--- src/rtl/dm_arbiter.sv ---
// dm_arbiter: two-port arbiter in front of a single-ported, synchronous-read
// data RAM. Port 0 is the CPU data port, port 1 the DMA/device port, which may
// lock the RAM for up to MAX_LOCK consecutive cycles.
// Optional feature: define DM_ARBITER_RR_EN for round-robin arbitration of
// simultaneous requests in FREE. Without it, port 0 always wins.

// Per-port response stage: read valid, error pulse and zero-gated read data
module dm_arbiter_rsp (
  input  logic        clk,
  input  logic        reset,
  input  logic        gnt,
  input  logic        rd,
  input  logic        oor,
  input  logic [31:0] ram_rdata,
  output logic        rvalid,
  output logic        err,
  output logic [31:0] rdata
);
  // Track a granted read and any out-of-range access one cycle later
  always_ff @(posedge clk or negedge reset) begin
    if (!reset) begin
      rvalid <= 1'b0;
      err    <= 1'b0;
    end else begin
      rvalid <= gnt & rd;
      err    <= gnt & oor;
    end
  end

  // Out-of-range reads return zero rather than whatever the RAM aliased to
  always_comb rdata = (rvalid && !err) ? ram_rdata : '0;
endmodule

module dm_arbiter #(
  parameter int ADDR_W   = 12,
  parameter int MAX_LOCK = 16
) (
  input  logic              clk,
  input  logic              reset,
  input  logic              m0_req,
  input  logic [31:0]       m0_addr,
  input  logic [3:0]        m0_byteen,
  input  logic [31:0]       m0_wdata,
  input  logic              m1_req,
  input  logic [31:0]       m1_addr,
  input  logic [3:0]        m1_byteen,
  input  logic [31:0]       m1_wdata,
  input  logic              m1_lock,
  output logic              m0_gnt,
  output logic              m1_gnt,
  output logic              m0_rvalid,
  output logic              m1_rvalid,
  output logic [31:0]       m0_rdata,
  output logic [31:0]       m1_rdata,
  output logic              m0_err,
  output logic              m1_err,
  output logic [ADDR_W-1:0] ram_addr,
  output logic [3:0]        ram_byteen,
  output logic [31:0]       ram_wdata,
  input  logic [31:0]       ram_rdata
);
  localparam int NP    = 2;
  localparam int CNT_W = $clog2(MAX_LOCK + 1);

  typedef struct packed {
    logic [31:0] addr;
    logic [3:0]  byteen;
    logic [31:0] wdata;
  } req_t;

  typedef enum logic {FREE, LOCKED1} st_t;

  req_t [NP-1:0]        req;
  req_t                 sel;
  logic [NP-1:0]        req_v, gnt, oor, rd, rvalid, err;
  logic [NP-1:0][31:0]  rdata;
  st_t                  st, st_nxt;
  logic [CNT_W-1:0]     cnt;
  logic                 prio0, hold_max, win1;

  assign req[0] = {m0_addr, m0_byteen, m0_wdata};
  assign req[1] = {m1_addr, m1_byteen, m1_wdata};
  assign req_v  = {m1_req, m0_req};

  for (genvar p = 0; p < NP; p++) begin : g_port
    assign oor[p] = |req[p].addr[31:ADDR_W+2];
    assign rd[p]  = (req[p].byteen == 4'b0000);
  end

  // This cycle would be port 1's MAX_LOCK-th consecutive held cycle
  assign hold_max = (cnt + CNT_W'(1)) == CNT_W'(MAX_LOCK);

`ifdef DM_ARBITER_RR_EN
  logic rr_pref;  // 1 = port 1 preferred on a tie

  // Prefer whichever port was not granted most recently
  always_ff @(posedge clk or negedge reset) begin
    if (!reset)      rr_pref <= 1'b0;
    else if (gnt[0]) rr_pref <= 1'b1;
    else if (gnt[1]) rr_pref <= 1'b0;
  end

  assign win1 = rr_pref & ~prio0;
`else
  assign win1 = 1'b0;
`endif

  // State register
  always_ff @(posedge clk or negedge reset) begin
    if (!reset) st <= FREE;
    else        st <= st_nxt;
  end

  // Next state: lock on a locked port-1 grant, release on lock drop or budget
  always_comb begin
    st_nxt = st;
    case (st)
      FREE:    if (gnt[1] && m1_lock) st_nxt = LOCKED1;
      LOCKED1: if (!m1_lock || hold_max) st_nxt = FREE;
      default: st_nxt = FREE;
    endcase
  end

  // Grant decode; held low throughout reset
  always_comb begin
    gnt = '0;
    if (reset) begin
      case (st)
        FREE:    gnt = (&req_v) ? (win1 ? 2'b10 : 2'b01) : req_v;
        LOCKED1: gnt[1] = m1_req;
        default: gnt = '0;
      endcase
    end
  end

  // Lock counter; after a budget release port 0 gets one cycle of priority
  always_ff @(posedge clk or negedge reset) begin
    if (!reset) begin
      cnt   <= '0;
      prio0 <= 1'b0;
    end else begin
      prio0 <= 1'b0;
      case (st)
        FREE: cnt <= (gnt[1] && m1_lock) ? CNT_W'(1) : '0;
        LOCKED1:
          if (!m1_lock) cnt <= '0;
          else if (hold_max) begin
            cnt   <= '0;
            prio0 <= 1'b1;
          end else cnt <= cnt + CNT_W'(1);
        default: cnt <= '0;
      endcase
    end
  end

  // RAM port follows the granted request; out-of-range or idle never writes
  always_comb begin
    sel        = gnt[1] ? req[1] : req[0];
    ram_addr   = sel.addr[ADDR_W+1:2];
    ram_wdata  = sel.wdata;
    ram_byteen = ((|gnt) && !(|(gnt & oor))) ? sel.byteen : 4'b0000;
  end

  dm_arbiter_rsp u_rsp [NP-1:0] (
    .clk       (clk),
    .reset     (reset),
    .gnt       (gnt),
    .rd        (rd),
    .oor       (oor),
    .ram_rdata (ram_rdata),
    .rvalid    (rvalid),
    .err       (err),
    .rdata     (rdata)
  );

  assign m0_gnt    = gnt[0];
  assign m1_gnt    = gnt[1];
  assign m0_rvalid = rvalid[0];
  assign m1_rvalid = rvalid[1];
  assign m0_err    = err[0];
  assign m1_err    = err[1];
  assign m0_rdata  = rdata[0];
  assign m1_rdata  = rdata[1];
endmodule

--- config.mk ---
export PLATFORM = sky130hd
export DESIGN_NAME = dm_arbiter
export DESIGN_NICKNAME = d
export VERILOG_FILES = /design/src/rtl/dm_arbiter.sv
export SDC_FILE = /design/constraint.sdc
export NUM_CORES = 1
export LEC_CHECK = 0
export BUFFER_PORTS_ARGS = -buffer_cell sky130_fd_sc_hd__buf_4
export CORE_AREA = 2 2 112 114
export DETAILED_ROUTE_END_ITERATION = 6
export DIE_AREA = 0 0 114 116
export HOLD_SLACK_MARGIN = 0.15
export PLACE_DENSITY = 0.6
export SLEW_MARGIN = 30
export SYNTH_ARGS = -nofsm -noshare
export SYNTH_HDL_FRONTEND = slang
export SYNTH_HIERARCHICAL = 1
export SYNTH_SLANG_ARGS = --single-unit
--- constraint.sdc ---
create_clock -name clk -period 2.85 [get_ports clk]
set_clock_uncertainty 0.05 [all_clocks]
set_input_delay 0.1425 -clock clk [delete_from_list [all_inputs] [get_ports clk]]
set_output_delay 0.1425 -clock clk [all_outputs]
set_load 0.005 [all_outputs]
Word-level counts from Yosys, hierarchy flattened
Index checks and enable logic that the tools add are counted.

word-level totals
  bits in registers = 10
  input bits = 173
  output and inout bits = 118
  logic and storage cells = 45

operators by class
  $add $sub $neg = 1
  eq/ne operators = 1
  muxes and demuxes = 15
  bitwise operators = 6
  reduce and logical (&&, ||, !) cells = 16

operator list
  operator                                                       count
  32-bit 2-to-1 mux                                              2
  50-bit 2-to-1 mux                                              1
  18-bit OR reduction                                            2
  5-bit 2-to-1 mux                                               2
  5-bit case mux with 2 select lines                             1
  4-bit zero test                                                2
  5-bit by 1-bit adder with 5-bit output, second input constant  1
  5-bit == test, second input constant                           1
  1-bit bitwise AND                                              4
  1-bit logical AND                                              4
  1-bit zero test                                                4
  1-bit 2-to-1 mux                                               4
  2-bit 2-to-1 mux                                               2
  4-bit 2-to-1 mux                                               1
  1-bit case mux with 2 select lines                             2
  2-bit OR reduction                                             2
  2-bit bitwise AND                                              1
  2-bit AND reduction                                            1
  1-bit logical OR                                               1
  1-bit NOT                                                      1

Logic depth before layout (Yosys ltp)
  depth in word-level cells = 9
  mapped depth = 5
  depth with buffers taken out = 4

Modules after synthesis
The synthesis kept the hierarchy.

modules (own cells, without submodules)
  module          times used  cells each  area each (µm²)  seq. area each (µm²)
  dm_arbiter      1           112         1256.2           150.1
  dm_arbiter_rsp  2           42          420.4            50.0

Least setup slack after synthesis
Ideal clock, no wire load.

  path type = register -> output
  from = reg st
  to = out ram_addr[10]
  data arrival time = 1.288 ns
  required time = 2.658 ns
  slack = 1.370 ns
  cell stages (with the launch flop) = 6
  path buffers = 2
  cells stage by stage = dfrtp_1 nand2b_4 and2_4 buf_12 buf_12 mux2_4

on the way
  longest elaborated chain between the ends = 4

RTL lines
  what                                    RTL line  RTL
  start, declared                         77        st_t st, st_nxt;
  start signal, assigned                  111       else st <= st_nxt;
  1-bit NOT                               -
  1-bit case mux with 2 select lines (*)  128       case (st)
  2-bit 2-to-1 mux (*)                    127       if (reset) begin
  net m1_gnt                              50        output logic m1_gnt,
  50-bit 2-to-1 mux (*)                   158       sel = gnt[1] ? req[1] : req[0];
  end, declared                           57        output logic [ADDR_W-1:0] ram_addr,

Mark *: on every way through the listed nets, which the timed path passes. The rest lies on a longest branch.

Final worst setup path
  from = in reset
  to = out ram_addr[10]

on the way
  longest elaborated chain between the ends = 2

RTL lines
  what               RTL line  RTL
  start, declared    39        input logic reset,
  2-bit 2-to-1 mux   127
  50-bit 2-to-1 mux  158

No other way between the ends.

==> summary.md <==
The run finished with clean final reports. The internal power of the cells totals 0.000653 W. The category of the most critical setup path was primary input to output port. The tools report the via count of the first global-routing pass as 2609. The synthesized cell area is 2100 sq um. Data on the critical path arrives at its endpoint at 2.34 ns. Number of buffers added on ports: 286. Once detail routing completed, the nets flagged for antenna violations numbered 0.

In this run the critical register-to-register path is launched from st$_DFF_PN0_. In this run the critical register-to-register path is captured at st$_DFF_PN0_. For the number of antenna violations at the first check in global routing, the log shows 0. The most critical setup path has its startpoint at reset. The floorplan step defined a die boundary enclosing 13200 sq um. The critical-path maximum fanout works out to 27. The tools report the number of standard cells after synthesis as 196.

Setup repair after global routing left no endpoint under its margin. The count of pins over their slew limit was 0; the total negative slack was 0 ns. The worst path needs 2.53 ns of the cycle, external delays included. The total clock buffers created by CTS came out at 3. Summing the areas of all compound-gate instances in the mapped netlist gives 3.04% of the synthesized area. The worst slew margin relative to its limit was 40.3%.

Measured along the x axis, the die boundary spans 114 um. The fraction of layout cells with a size suffix above 1 is 86.0%. For this run, the post-layout net count is 646. CTS saw 10 sinks. For the pin with the worst max-slew slack, the measured transition is 0.896 ns.

The final critical path takes up 88.9% of the cycle. Global routing used 11.3% of the available tracks across all layers. The tools report the wire length reported by the detailed router as 8800 um. By area, the combinational part of the netlist is dominated by simple AND/OR/NAND/NOR gates. The clock reaches the later pin of the worst-skew pair after 0.23 ns. The floorplan has 40 rows.

The fraction of synthesized cell area taken by the top area cell type is 31.0%. The cell chosen for the clock root was clkbuf_16. The number of iterations in the first detailed-routing pass was 4; the post-synthesis to final-layout area growth was 109%.

The tools report the end of the critical path as ram_addr[10]. The multiplexer share of the synthesized area came out at 30.9%. The tools report the post-layout total power as 0.000845 W. The run gives 291 as the count of boundary I/O pins.

Timing would allow up to 0.395 GHz. Summing the areas of all and, or, nand and nor instances in the mapped netlist gives 44.2% of the synthesized area. The most numerous cell type found on the critical path is buf_4. The run gives 370 as the net count after synthesis.

Measured along the y axis, the die boundary spans 116 um. Across the run, the number of max-cap violations was 0. The run gives 0 as the number of resized instances in the post-cts repair step. The critical path goes through dlygate4sd3_1 > buf_4 > and2_1 > and2_4 > buf_12 > mux2_4 > buf_4. The wire-length estimate of the detail-placed layout is 7470 um. The detailed-route wire length per cell is 14.2 um.

The master of the slowest instance on the critical path was dlygate4sd3_1. In the routed layout, each cell is associated on average with a via count of 4.33. The tools report the antenna diode count as 0. The finished cells cover 4380 sq um.

Of the total synthesized cell area, the portion taken by XOR and XNOR cells is 0.835%. Net switching is 22.7% of the power. The first global-routing pass estimated 12300 um of wire. Yosys mapped the design onto 30 distinct sky130hd cell types. The fraction of synthesis flops using an asynchronous set or reset pin works out to 100%.

For this design the total switching power over the nets is 0.000192 W. The number of failing hold endpoints at the final stage was 0; the depth of the most critical reg-to-reg path was 3. During synthesis, Yosys emitted a total of 6 warnings. For the number of buffers inserted to repair setup after CTS, the log shows 0. Yosys attributes the largest share of cell area to and3b_2 (31%), mux2_4 (27%), dfrtp_1 (12%). After synthesis the netlist holds a flip-flop and latch count of 10. Entering global routing, the biggest net connects 34 pins. The average instance in the mapped netlist occupies 10.7 sq um.

Combinational logic burns 48.7% of the power. The startpoint class of the critical path was a primary input. In this run the worst hold path is classified as primary input to register. Detailed routing inserted a total of 2673 vias. The endpoint type of the worst setup path is an output port. Setup violations remaining at the end of the flow were counted as 0. Routability-driven placement finished with a final weighted congestion of 0.754. The number of remaining DRC errors is 0, and the aggregate global routing overflow is 0.

The post-CTS clock slew at the launch and capture registers of the worst setup and hold paths came out at 0.04 ns. After synthesis, flip-flops and latches occupy 11.9% of the total area. The minimum setup slack among reg-to-reg paths came out at 1.40 ns.

The area of the placeable core was 11900 sq um; the clock group share of total power was 32.3%. Required time of the worst setup path: 2.66 ns. Summing the areas of all fa, ha and maj instances in the mapped netlist gives 0.597% of the synthesized area. The run gives 55 as the number of DRC violations after detailed-routing iteration 0. TritonCTS built the clock tree.

The number of flops mapped to enable cells by yosys was 0. The primary flip-flop cell chosen by synthesis mapping is dfrtp_1. The run gives 4270 sq um as the placement-stage cell area. The run gives 176 uV as the worst IR drop on VDD. In this run the power density over the cells is 193 nW/um^2. The maximum number of buffers from clock root to sink was 2. For this configuration, the core starts out at a cell density of 17.6%. In this design, the stage delay of the slowest critical-path cell is 0.52 ns. The total leakage power was 2.42 nW. The cell type with the largest total area after synthesis is and3b_2. The H-tree depth was 1. Share of power burned in registers: 19.0%.
==> stage by stage <==
| step | setup slack (ns) | cells | hold slack (ns) | util (%) |
|---|---|---|---|---|
| finish | 0.317 | 618 | 0.156 | 36.8 |
| detailed placement | 0.842 | 612 | -0.0657 | 35.8 |
| floorplan | 1.37 | 196 | -0.203 | - |
| CTS | 0.289 | 618 | 0.154 | 36.8 |
| global route | 0.203 | 618 | 0.160 | 36.8 |
| global placement | 0.866 | 612 | -0.0691 | 35.8 |
==> cell usage in the layout (no fill, tap or decap), drive strengths merged <==
| cell | n |
|---|---|
| xnor2 | 1 |
| nor2b | 3 |
| o221a | 1 |
| dfrtp | 10 |
| dlygate4sd3 | 2 |
| nand3 | 8 |
| xor2 | 1 |
| mux2i | 1 |
| or2 | 2 |
| nand2b | 1 |
| nor2 | 4 |
| nand2 | 5 |
| nand4 | 5 |
| and3 | 1 |
| nor4 | 10 |
| mux2 | 44 |
| o21ai | 1 |
| nor3b | 1 |
| o21a | 1 |
| and2 | 6 |
| and3b | 66 |
| buf | 287 |
| o32ai | 4 |
| a21oi | 1 |
| ha | 1 |
| clkbuf | 4 |
==> registers in the layout, indices dropped and copies added (netlist names) <==
name / flops
u_rsp/err: 2
st: 1
cnt: 5
u_rsp/rvalid: 2
==> Yosys cell counts (2+ instances only) <==
master    n
nor2_1    4
and2_1    5
buf_2     6
o32ai_1   4
nand3_1   8
or2_2     2
nand2_1   5
nor2b_1   3
mux2_2    6
nand4_1   5
and3b_2  65
buf_12    5
dfrtp_1  10
mux2_4   38
buf_4     6
nor4_1   10
==> cell families (layout without fill, tap and decap cells) <==
kind of cell | Yosys count | after routing
AOI/OAI and AO/OA | 8 | 8
xor gates and xnor gates | 2 | 2
adders and majority gates | 1 | 1
buffers and inverters | 18 | 293
DFF | 10 | 10
muxes | 45 | 45
and+or+nand+nor | 112 | 112
==> worst max-delay path, delay by kind of cell <==
family	cells	cell delay (ns)
buf+inv	4	1.11
simple gates	2	0.71
mux	1	0.32
==> area by class of cell <==
cell class	count	area [sq um]
Clock buffer	4	88.8
Fill cell	1205	7530
Multi-Input combinational cell	168	1670
Sequential cell	10	250
Tap cell	147	184
Timing Repair Buffer	289	2190
==> what timing repair did <==
| item | CTS | global route |
|---|---|---|
| setup endpoints to repair | 0 | 0 |
| hold endpoints to repair | 13 | 0 |
| hold buffers | 2 | 0 |
==> per-layer routing <==
metal / wire length [um] / track usage, % / vias up
li1: - / - / 1291
met2: 4690 / 21.9 / 165
met1: 3330 / 13.2 / 1211
met5: 0 / 0 / -
met3: 734 / 1.57 / 6
met4: 48 / 2.11 / 0
==> power groups by stage <==
stage | clock (W) | sequential [W] | combinational [W]
6_report | 0.000273 | 0.000161 | 0.000411
5_1_grt | 0.000286 | 0.000164 | 0.000440
4_1_cts | 0.000276 | 0.000162 | 0.000415
3_5_place_dp | 0 | 0.000164 | 0.000411
3_3_place_gp | 0 | 0.000162 | 0.000405
2_1_floorplan | 0 | 0.000152 | 0.000152
==> how the worst min path moves through the flow <==
stage	startpoint	to	slack, ns	cells after the start
after floorplan	reset	cnt[0]$_DFF_PN0_	-0.20	0
after global placement	reset	cnt[2]$_DFF_PN0_	-0.07	1
after detailed placement	reset	cnt[2]$_DFF_PN0_	-0.07	1
after CTS	m1_byteen[3]	u_rsp[1]/rvalid$_DFF_PN0_	0.15	3
after global routing	m1_byteen[3]	u_rsp[1]/rvalid$_DFF_PN0_	0.16	3
final	m1_byteen[3]	u_rsp[1]/rvalid$_DFF_PN0_	0.16	3
Power figures use the tool's default switching activity.
